## src/rtl/smc777_ioctl_loader.sv

```systemverilog
// smc777_ioctl_loader: commits the hps_io download stream to IPL ROM (index 0) or main RAM (index 1, 4-byte header)
// through a one-entry buffer and a req/ack memory port, holding the CPU in reset while loading.
module smc777_ioctl_loader #(
    parameter int ROM_AW = 14,
    parameter int RAM_AW = 16
) (
    input  logic        clk,
    input  logic        reset,
    input  logic        ioctl_download,
    input  logic [7:0]  ioctl_index,
    input  logic        ioctl_wr,
    input  logic [24:0] ioctl_addr,
    input  logic [7:0]  ioctl_dout,
    output logic        ioctl_wait,
    output logic        mem_req,
    output logic        mem_sel,
    output logic [15:0] mem_addr,
    output logic [7:0]  mem_data,
    input  logic        mem_ack,
    output logic        cpu_hold,
    output logic        load_done,
    output logic [15:0] exec_addr,
    output logic        exec_valid,
    output logic [24:0] byte_count,
    output logic        err_size,
    output logic        err_overrun
);
    typedef enum logic [1:0] {IDLE, ACTIVE, DRAIN, DONE} state_t;

    localparam logic [15:0] ROM_MASK = 16'((32'd1 << ROM_AW) - 32'd1);
    localparam logic [15:0] RAM_MASK = 16'((32'd1 << RAM_AW) - 32'd1);

    state_t      state_q, state_d;
    logic        dl_q, bin_q, bin_d;
    logic        buf_valid_q, buf_valid_d;
    logic [24:0] buf_addr_q, buf_addr_d;
    logic [7:0]  buf_data_q, buf_data_d;
    logic        mem_req_q, mem_req_d, mem_sel_q, mem_sel_d;
    logic [15:0] mem_addr_q, mem_addr_d;
    logic [7:0]  mem_data_q, mem_data_d;
    logic [15:0] load_addr_q, load_addr_d, exec_addr_q, exec_addr_d;
    logic [3:0]  hdr_q, hdr_d;
    logic        exec_valid_q, exec_valid_d, cpu_hold_q, cpu_hold_d;
    logic        load_done_q, load_done_d, wait_q, wait_d;
    logic [24:0] byte_count_q, byte_count_d;
    logic        err_size_q, err_size_d, err_overrun_q, err_overrun_d;
    logic        rom_ok, hdr_byte;
    logic [15:0] ram_addr;

    assign rom_ok   = (buf_addr_q >> ROM_AW) == 25'd0;
    assign hdr_byte = buf_addr_q < 25'd4;
    // Payload offset N lands at load_addr + N - 4, wrapped to the RAM size.
    assign ram_addr = (load_addr_q + buf_addr_q[15:0] - 16'd4) & RAM_MASK;

    always_comb begin
        state_d       = state_q;
        bin_d         = bin_q;
        buf_valid_d   = buf_valid_q;
        buf_addr_d    = buf_addr_q;
        buf_data_d    = buf_data_q;
        mem_req_d     = mem_req_q;
        mem_sel_d     = mem_sel_q;
        mem_addr_d    = mem_addr_q;
        mem_data_d    = mem_data_q;
        load_addr_d   = load_addr_q;
        exec_addr_d   = exec_addr_q;
        hdr_d         = hdr_q;
        exec_valid_d  = exec_valid_q;
        cpu_hold_d    = cpu_hold_q;
        load_done_d   = 1'b0;
        byte_count_d  = byte_count_q;
        err_size_d    = err_size_q;
        err_overrun_d = err_overrun_q;
        unique case (state_q)
            IDLE: if (ioctl_download && !dl_q && ioctl_index[7:1] == 7'd0) begin
                state_d       = ACTIVE;
                bin_d         = ioctl_index[0];
                byte_count_d  = '0;
                err_size_d    = 1'b0;
                err_overrun_d = 1'b0;
                exec_valid_d  = 1'b0;
                hdr_d         = '0;
                cpu_hold_d    = 1'b1;
            end
            ACTIVE: if (!ioctl_download) state_d = DRAIN;
            DRAIN: if (!buf_valid_q && !mem_req_q) begin
                state_d      = DONE;
                load_done_d  = 1'b1;
                exec_valid_d = bin_q && (&hdr_q);
                err_size_d   = err_size_q | (bin_q && !(&hdr_q));
            end
            DONE: begin
                state_d    = IDLE;
                cpu_hold_d = 1'b0;
            end
        endcase
        // The falling-download cycle is still ACTIVE, so a coincident strobe is kept.
        if (state_q == ACTIVE && ioctl_wr) begin
            if (buf_valid_q) err_overrun_d = 1'b1;
            else begin
                buf_valid_d = 1'b1;
                buf_addr_d  = ioctl_addr;
                buf_data_d  = ioctl_dout;
            end
        end
        if (mem_req_q) begin
            if (mem_ack) begin
                mem_req_d    = 1'b0;
                buf_valid_d  = 1'b0;
                byte_count_d = byte_count_q + 25'd1;
            end
        end else if (buf_valid_q) begin
            if (!bin_q) begin
                mem_req_d   = rom_ok;
                mem_sel_d   = 1'b0;
                mem_addr_d  = buf_addr_q[15:0] & ROM_MASK;
                mem_data_d  = buf_data_q;
                buf_valid_d = rom_ok;
                err_size_d  = err_size_q | !rom_ok;
            end else if (hdr_byte) begin
                buf_valid_d                = 1'b0;
                hdr_d[buf_addr_q[1:0]]     = 1'b1;
                load_addr_d = buf_addr_q[1:0] == 2'd0 ? {load_addr_q[15:8], buf_data_q} :
                              buf_addr_q[1:0] == 2'd1 ? {buf_data_q, load_addr_q[7:0]} : load_addr_q;
                exec_addr_d = buf_addr_q[1:0] == 2'd2 ? {exec_addr_q[15:8], buf_data_q} :
                              buf_addr_q[1:0] == 2'd3 ? {buf_data_q, exec_addr_q[7:0]} : exec_addr_q;
            end else begin
                mem_req_d  = 1'b1;
                mem_sel_d  = 1'b1;
                mem_addr_d = ram_addr;
                mem_data_d = buf_data_q;
            end
        end
    end

    assign wait_d = buf_valid_d | mem_req_d;

    always_ff @(posedge clk or posedge reset) begin
        if (reset) begin
            state_q       <= IDLE;
            dl_q          <= 1'b0;
            bin_q         <= 1'b0;
            buf_valid_q   <= 1'b0;
            buf_addr_q    <= '0;
            buf_data_q    <= '0;
            mem_req_q     <= 1'b0;
            mem_sel_q     <= 1'b0;
            mem_addr_q    <= '0;
            mem_data_q    <= '0;
            load_addr_q   <= '0;
            exec_addr_q   <= '0;
            hdr_q         <= '0;
            exec_valid_q  <= 1'b0;
            cpu_hold_q    <= 1'b0;
            load_done_q   <= 1'b0;
            wait_q        <= 1'b0;
            byte_count_q  <= '0;
            err_size_q    <= 1'b0;
            err_overrun_q <= 1'b0;
        end else begin
            state_q       <= state_d;
            dl_q          <= ioctl_download;
            bin_q         <= bin_d;
            buf_valid_q   <= buf_valid_d;
            buf_addr_q    <= buf_addr_d;
            buf_data_q    <= buf_data_d;
            mem_req_q     <= mem_req_d;
            mem_sel_q     <= mem_sel_d;
            mem_addr_q    <= mem_addr_d;
            mem_data_q    <= mem_data_d;
            load_addr_q   <= load_addr_d;
            exec_addr_q   <= exec_addr_d;
            hdr_q         <= hdr_d;
            exec_valid_q  <= exec_valid_d;
            cpu_hold_q    <= cpu_hold_d;
            load_done_q   <= load_done_d;
            wait_q        <= wait_d;
            byte_count_q  <= byte_count_d;
            err_size_q    <= err_size_d;
            err_overrun_q <= err_overrun_d;
        end
    end

    assign ioctl_wait  = wait_q;
    assign mem_req     = mem_req_q;
    assign mem_sel     = mem_sel_q;
    assign mem_addr    = mem_addr_q;
    assign mem_data    = mem_data_q;
    assign cpu_hold    = cpu_hold_q;
    assign load_done   = load_done_q;
    assign exec_addr   = exec_addr_q;
    assign exec_valid  = exec_valid_q;
    assign byte_count  = byte_count_q;
    assign err_size    = err_size_q;
    assign err_overrun = err_overrun_q;
endmodule

```

## config.mk

```make
export PLATFORM = sky130hd
export DESIGN_NAME = smc777_ioctl_loader
export DESIGN_NICKNAME = d
export VERILOG_FILES = /design/src/rtl/smc777_ioctl_loader.sv
export SDC_FILE = /design/constraint.sdc
export NUM_CORES = 1
export LEC_CHECK = 0
export ABC_CLOCK_PERIOD_IN_PS = 5000
export BUFFER_PORTS_ARGS = -buffer_cell sky130_fd_sc_hd__buf_2
export CAP_MARGIN = 20
export CORE_MARGIN = 5
export CORE_UTILIZATION = 50
export DETAILED_ROUTE_END_ITERATION = 10
export PLACE_DENSITY = 0.82
export SYNTH_ARGS = -nofsm -noshare
export SYNTH_HDL_FRONTEND = slang
export SYNTH_SLANG_ARGS = --single-unit
```

## constraint.sdc

```tcl
create_clock -name clk -period 5 [get_ports clk]
set_clock_uncertainty 0.1 [all_clocks]
set_input_delay 0.75 -clock clk [delete_from_list [all_inputs] [get_ports clk]]
set_output_delay 0.75 -clock clk [all_outputs]
set_load 0.01 [all_outputs]
```

# ---- Word level (Yosys, flattened, before mapping)
# Index checks and enable logic that the tools add are counted.
dict set report totals {
  input_bits 46
  reg_bits 131
  word_cells 127
}
dict set report classes {
  order_cmp 3
  reduce_logical 29
  addsub 3
  muxes 52
  bitwise 8
  eq_ne 10
}
# operator n
set ops {}
lappend ops {{25-bit 2-to-1 mux} 4}
lappend ops {{16-bit 2-to-1 mux} 2}
lappend ops {{8-bit 2-to-1 mux} 4}
lappend ops {{1-bit 2-to-1 mux} 28}
lappend ops {{25-bit by 1-bit adder with 25-bit output, second input constant} 1}
lappend ops {{25-bit logical NOT} 1}
lappend ops {{25-bit by 3-bit < comparator with 1-bit output, second input constant} 1}
lappend ops {{4-bit 2-to-1 mux} 6}
lappend ops {{16-bit adder} 1}
lappend ops {{16-bit by 3-bit subtractor with 16-bit output, second input constant} 1}
lappend ops {{6-bit AND reduction} 2}
lappend ops {{5-bit AND reduction} 2}
lappend ops {{3-bit AND reduction} 3}
lappend ops {{2-bit == test, second input constant} 4}
lappend ops {{2-bit inequality test, second input constant} 4}
lappend ops {{2-bit case mux with 4 select lines} 1}
lappend ops {{1-bit logical AND} 7}
lappend ops {{7-bit logical NOT} 1}
lappend ops {{2-bit 2-to-1 mux} 3}
lappend ops {{1-bit case mux with 2 select lines} 3}
lappend ops {{2-bit AND reduction} 3}
lappend ops {{1-bit logical NOT} 5}
lappend ops {{2-bit by 1-bit == test with 1-bit output, second input constant} 2}
lappend ops {{2-bit logical NOT} 2}
lappend ops {{8 further kinds} 14}

# ---- Longest topological paths before layout
dict set report logic_depth {
  word_depth 10
  mapped_depth 11
}

# ---- Worst setup path before layout
# No wires, ideal clock.
dict set report synth_path {
  path_type {reg2reg}
  from {register buf_addr_q[1]}
  to {register mem_addr_q[13] (netlist: mem_addr[13])}
  synth_period_minus_slack_ns 2.619
  path_stages_with_launch 12
  t_arrival_ns 2.384
  setup_slack_ns 2.381
  path_buffers 0
  path_cell_list {dfrtp_1 -> ha_1 -> ha_1 -> inv_1 -> fa_1 -> nor2b_1 -> o31ai_1 -> a311oi_1 -> nand2_1 -> mux2i_1 -> a211oi_1 -> o21ai_0}
}
dict set report synth_via {
  elab_chain_len 4
}
# item line
set synth_lines {}
lappend synth_lines {{start: declaration} 36} ;# logic [24:0] buf_addr_q, buf_addr_d;
lappend synth_lines {{start signal: assignment} 165} ;# buf_addr_q <= buf_addr_d;
lappend synth_lines {{16-bit adder} 53} ;# assign ram_addr = (load_addr_q + buf_addr_q[15:0] - 16'd4) & RAM_MASK;
lappend synth_lines {{16-bit by 3-bit subtractor with 16-bit output} 53}
lappend synth_lines {{16-bit 2-to-1 mux} 120} ;# end else if (hdr_byte) begin
lappend synth_lines {{16-bit 2-to-1 mux} 113} ;# if (!bin_q) begin
lappend synth_lines {{end signal: assignment} 169} ;# mem_addr_q <= mem_addr_d;
lappend synth_lines {{end: declaration} 39} ;# logic [15:0] mem_addr_q, mem_addr_d;
# Parallel ways exist; a longest one is shown, timed or not. The select of a mux whose other input is x is not followed.
# A chain may end at the register's enable or synchronous reset.

# ---- Worst setup path after layout
dict set report layout_path {
  from {register bin_q}
  to {register load_addr_q[3]}
}
dict set report layout_via {
  elab_chain_len 1
}
# item line
set layout_lines {}
lappend layout_lines {{start: declaration} 34} ;# logic dl_q, bin_q, bin_d;
lappend layout_lines {{start signal: assignment} 163} ;# bin_q <= bin_d;
lappend layout_lines {{5-bit AND reduction (no source line)} -}
lappend layout_lines {{end signal: assignment} 171} ;# load_addr_q <= load_addr_d;
lappend layout_lines {{end: declaration} 41} ;# logic [15:0] load_addr_q, load_addr_d, exec_addr_q, exec_addr_d;
# Every way passes these cells.

==> Flow_metrics.wiki <==
{| class="wikitable"
! Metric !! Value
|-
| Launch point of the worst reg-to-reg path || bin_q
|-
| Initial antenna violation count || 0
|-
| Maximum clock frequency || between 300 and 400 MHz
|-
| Type of the tightest min-delay check || primary input to asynchronous set/reset pin
|-
| Count of final max-slew check failures || 0
|-
| Post-synth top flop || sky130_fd_sc_hd__dfrtp_1
|-
| Number of H-tree levels || 4
|-
| Average wire per standard cell || 16.34 microns
|-
| Ratio of final minimum period to clock period || 0.6555
|-
| Maximum number of pins on one net before global-route repair || 47
|-
| Routability cong. || 0.9111
|-
| Vias in the first global route || 5135
|-
| Sequential fraction of the synthesis area || 0.5013
|-
| Post-detailed-route via-to-cell ratio || 5.463
|-
| Average size of a mapped cell || 10.31 sq um
|-
| Sum of internal, switching and leakage power || 4.477 mW
|-
| Arr. time, crit path || roughly 3.5 ns
|-
| Number of primary I/O pins || 119
|-
| Area inside the core boundary || 12720 sq um
|-
| Largest stage delay, worst path || 0.95 ns
|-
| Leading post-synthesis cells by cell area || sky130_fd_sc_hd__dfrtp_1 50%, sky130_fd_sc_hd__mux2_2 10%, sky130_fd_sc_hd__ha_1 6.5%
|-
| Number of remaining DRC errors || 0
|-
| Skew-Pair Late Insertion Delay || 0.42 ns
|-
| Synthesis-to-finish area growth || 21.32%
|-
| Port buffer count || roughly 120
|-
| Count of maximum capacitance violations || 0
|-
| CTS hold repair buffers || 0
|-
| Unrepaired setup endpoints after global routing || false
|-
| Power density normalized to cell area || 564.4 nW/um^2
|-
| Highest-delay cell along the critical path || sky130_fd_sc_hd__dfrtp_1
|-
| Family with the most delay on the worst path || simple AND/OR/NAND/NOR gates
|-
| Pre-antenna DRT Iters || 5
|-
| Fraction of synthesized cell area taken by the top area cell type || 0.5013
|-
| TritonCTS clock tree || done
|-
| Cell area after synthesis || 6539 sq um
|-
| Synthesis-stage register bit count || 131
|-
| Post-DRT Antenna Nets || 0
|-
| Violation count after the first detailed-routing iteration || ~380
|-
| Synth Warn # || 0
|-
| Number of post-CTS setup repair buffers || 0
|-
| Overall die width || around 120 microns
|-
| Net count, final || between 800 and 900
|-
| Die height || 124.4 microns
|-
| All-layer global routing usage || 0.2024
|-
| Time the worst path needs with I/O delays and setup || about 3.3 ns
|-
| Number of cells on the worst reg-to-reg path || 6
|-
| Critical path startpoint category || flop
|-
| Share of synthesized registers carrying an async set or reset || 1.000
|-
| Count of buffer and inverter cells on the critical path || 1
|-
| Worst path required time || 5.19 ns
|-
| Endpoint of the worst register-to-register path || load_addr_q[3]
|-
| Share of post-route cells with drive strength above 1 || 0.2848
|-
| Sink count of the clock tree || around 130
|-
| Largest voltage drop on the vdd net || 0.0004278 V
|-
| Total congestion overflow || 0
|-
| Top fanout value on the critical path || 23
|-
| First-pass GRT wire length || ~25000 microns
|-
| Cts bufs inserted || 17
|-
| Total Die Area || 15460 sq um
|-
| Final Hold Violating Endpoints || 0
|-
| Worst-path clk slew || 0.06 ns
|-
| Slack of the worst reg-to-reg path || 1.72 ns
|-
| Inserted Diodes || 0
|-
| Post-CTS sizing || 0
|-
| Number of setup violations in the final report || 0
|-
| Final-layout fill cell count || 1069
|-
| Critical path type || flop to flop
|-
| Capturing element type of the critical path || flop
|-
| Number of unique standard cell types used by synthesis || 52
|-
| Sum of net half-perimeters after detailed placement || 11050 microns
|-
| Row Count || 41
|-
| Worst Tran Pin Value || approximately 0.95 ns
|-
| Largest buffer count on any clock path || 2
|-
| Post-Synthesis Net Count || 715
|-
| Worst max-slew margin expressed relative to the limit || 0.3692
|-
| Count of mapped cells out of synthesis || 634
|-
| Initial cell density of the core || 0.5140
|-
| Number of enable-type register cells in the synthesized netlist || 0
|-
| Outcome || completed
|-
| Worst-path cell chain || inv_2, nor4_1, nand4_1, nor3_2, or3b_1, mux2_1
|-
| Biggest area consumer among synthesized cells || sky130_fd_sc_hd__dfrtp_1
|-
| Detailed Route WL || 15380 microns
|-
| Via count || between 5000 and 6000
|-
| Summed negative setup slack over all endpoints || 0 ns
|-
| Root cell of the clock tree || sky130_fd_sc_hd__clkbuf_16
|-
| Total leakage power || 4.027 nW
|}
## layout by cell type (no fill, tap or decap), types with 17 or more instances in the layout
master                      netlist  routed
sky130_fd_sc_hd__clkbuf_16        0      17
sky130_fd_sc_hd__o21ai_0         52      52
sky130_fd_sc_hd__nor2_1          24      24
sky130_fd_sc_hd__inv_1           61      60
sky130_fd_sc_hd__buf_2            1     118
sky130_fd_sc_hd__nand3_1         27      27
sky130_fd_sc_hd__dfrtp_1        131     131
sky130_fd_sc_hd__nand2_1         80      80
sky130_fd_sc_hd__ha_1            34      34
sky130_fd_sc_hd__a21oi_1         22      22
sky130_fd_sc_hd__mux2_2          58      58
## cells in the mapped netlist, drive strengths merged (2+ instances only)
cell type,n
o21ai,53
mux2,66
dfrtp,131
a31oi,4
a21o,6
inv,62
xor2,4
ha,34
mux2i,11
nand3b,2
o21a,3
nand3,27
a32o,4
clkbuf,18
nor2,25
a211oi,3
o311ai,2
a21oi,22
nand4,9
nor4,6
and4,2
and2,3
and3,8
nand2b,4
nand2,80
nor2b,5
o31ai,4
xnor2,7
nor3,12
## registers in the layout (all words and copies together), names as in the netlist, 2 cells and up
signal	cells
byte_count	25
load_addr_q	16
buf_data_q	8
buf_addr_q	25
exec_addr	16
mem_addr	16
mem_data	8
state_q	2
hdr_q	4
## worst max path at each step
stage / start / endpoint / cells after the start
2_1_floorplan: reset / bin_q / 1
3_3_place_gp: bin_q / mem_addr[11] / 6
3_5_place_dp: bin_q / mem_addr[11] / 6
4_1_cts: bin_q / load_addr_q[3] / 6
5_1_grt: bin_q / mem_sel / 7
6_report: bin_q / load_addr_q[3] / 6
## worst register-to-register path, cell delays in order (launching register included)
cell,delay [ns]
sky130_fd_sc_hd__dfrtp_1,0.95
sky130_fd_sc_hd__inv_2,0.25
sky130_fd_sc_hd__nor4_1,0.37
sky130_fd_sc_hd__nand4_1,0.20
sky130_fd_sc_hd__nor3_2,0.31
sky130_fd_sc_hd__or3b_1,0.57
sky130_fd_sc_hd__mux2_1,0.39
## where the power goes
part | switching [mW] | leakage [nW] | internal, mW | total (mW)
sequential | 0.256 | 1.69 | 1.33 | 1.58
combinational | 0.868 | 2.03 | 0.712 | 1.58
clock | 0.468 | 0.304 | 0.847 | 1.32
## routing by layer
metal	part of all wire	global-route usage	wire, microns
met5	0	0	0
met4	0.013	0.05867	197
met3	0.066	0.06346	1018
met2	0.49	0.3343	7537
met1	0.43	0.2564	6625
## logic make-up after synthesis
family | share of synthesized area
buf+inv | 0.04669
compound gates | 0.1018
mux | 0.1305
flops | 0.5013
simple gates | 0.1368
fa+ha+maj | 0.06812
xor+xnor | 0.01473
## final cells by class
cell class                      count  area (sq um)  area share
Sequential cell                   131          3278      0.4132
Multi-Input combinational cell    422          2959      0.3730
Timing Repair Buffer              122         620.6     0.07823
Clock buffer                       19         442.9     0.05584
Inverter                           62         235.2     0.02965
Tap cell                          172         215.2     0.02713
Clock inverter                     13         181.4     0.02287
## stage by stage
step           instances    util  setup WS (ns)  hold slack [ns]  area [sq um]
2_1_floorplan        634       -         0.6523           0.3471          6539
3_3_place_gp         909  0.5744          1.855           0.3587          7308
3_5_place_dp         909  0.5744          1.768           0.3579          7308
4_1_cts              941  0.6235          1.751           0.2858          7933
5_1_grt              941  0.6235          1.461           0.3116          7933
6_report             941  0.6235          1.722           0.2702          7933
No activity file was read; power rests on OpenSTA's default activity.
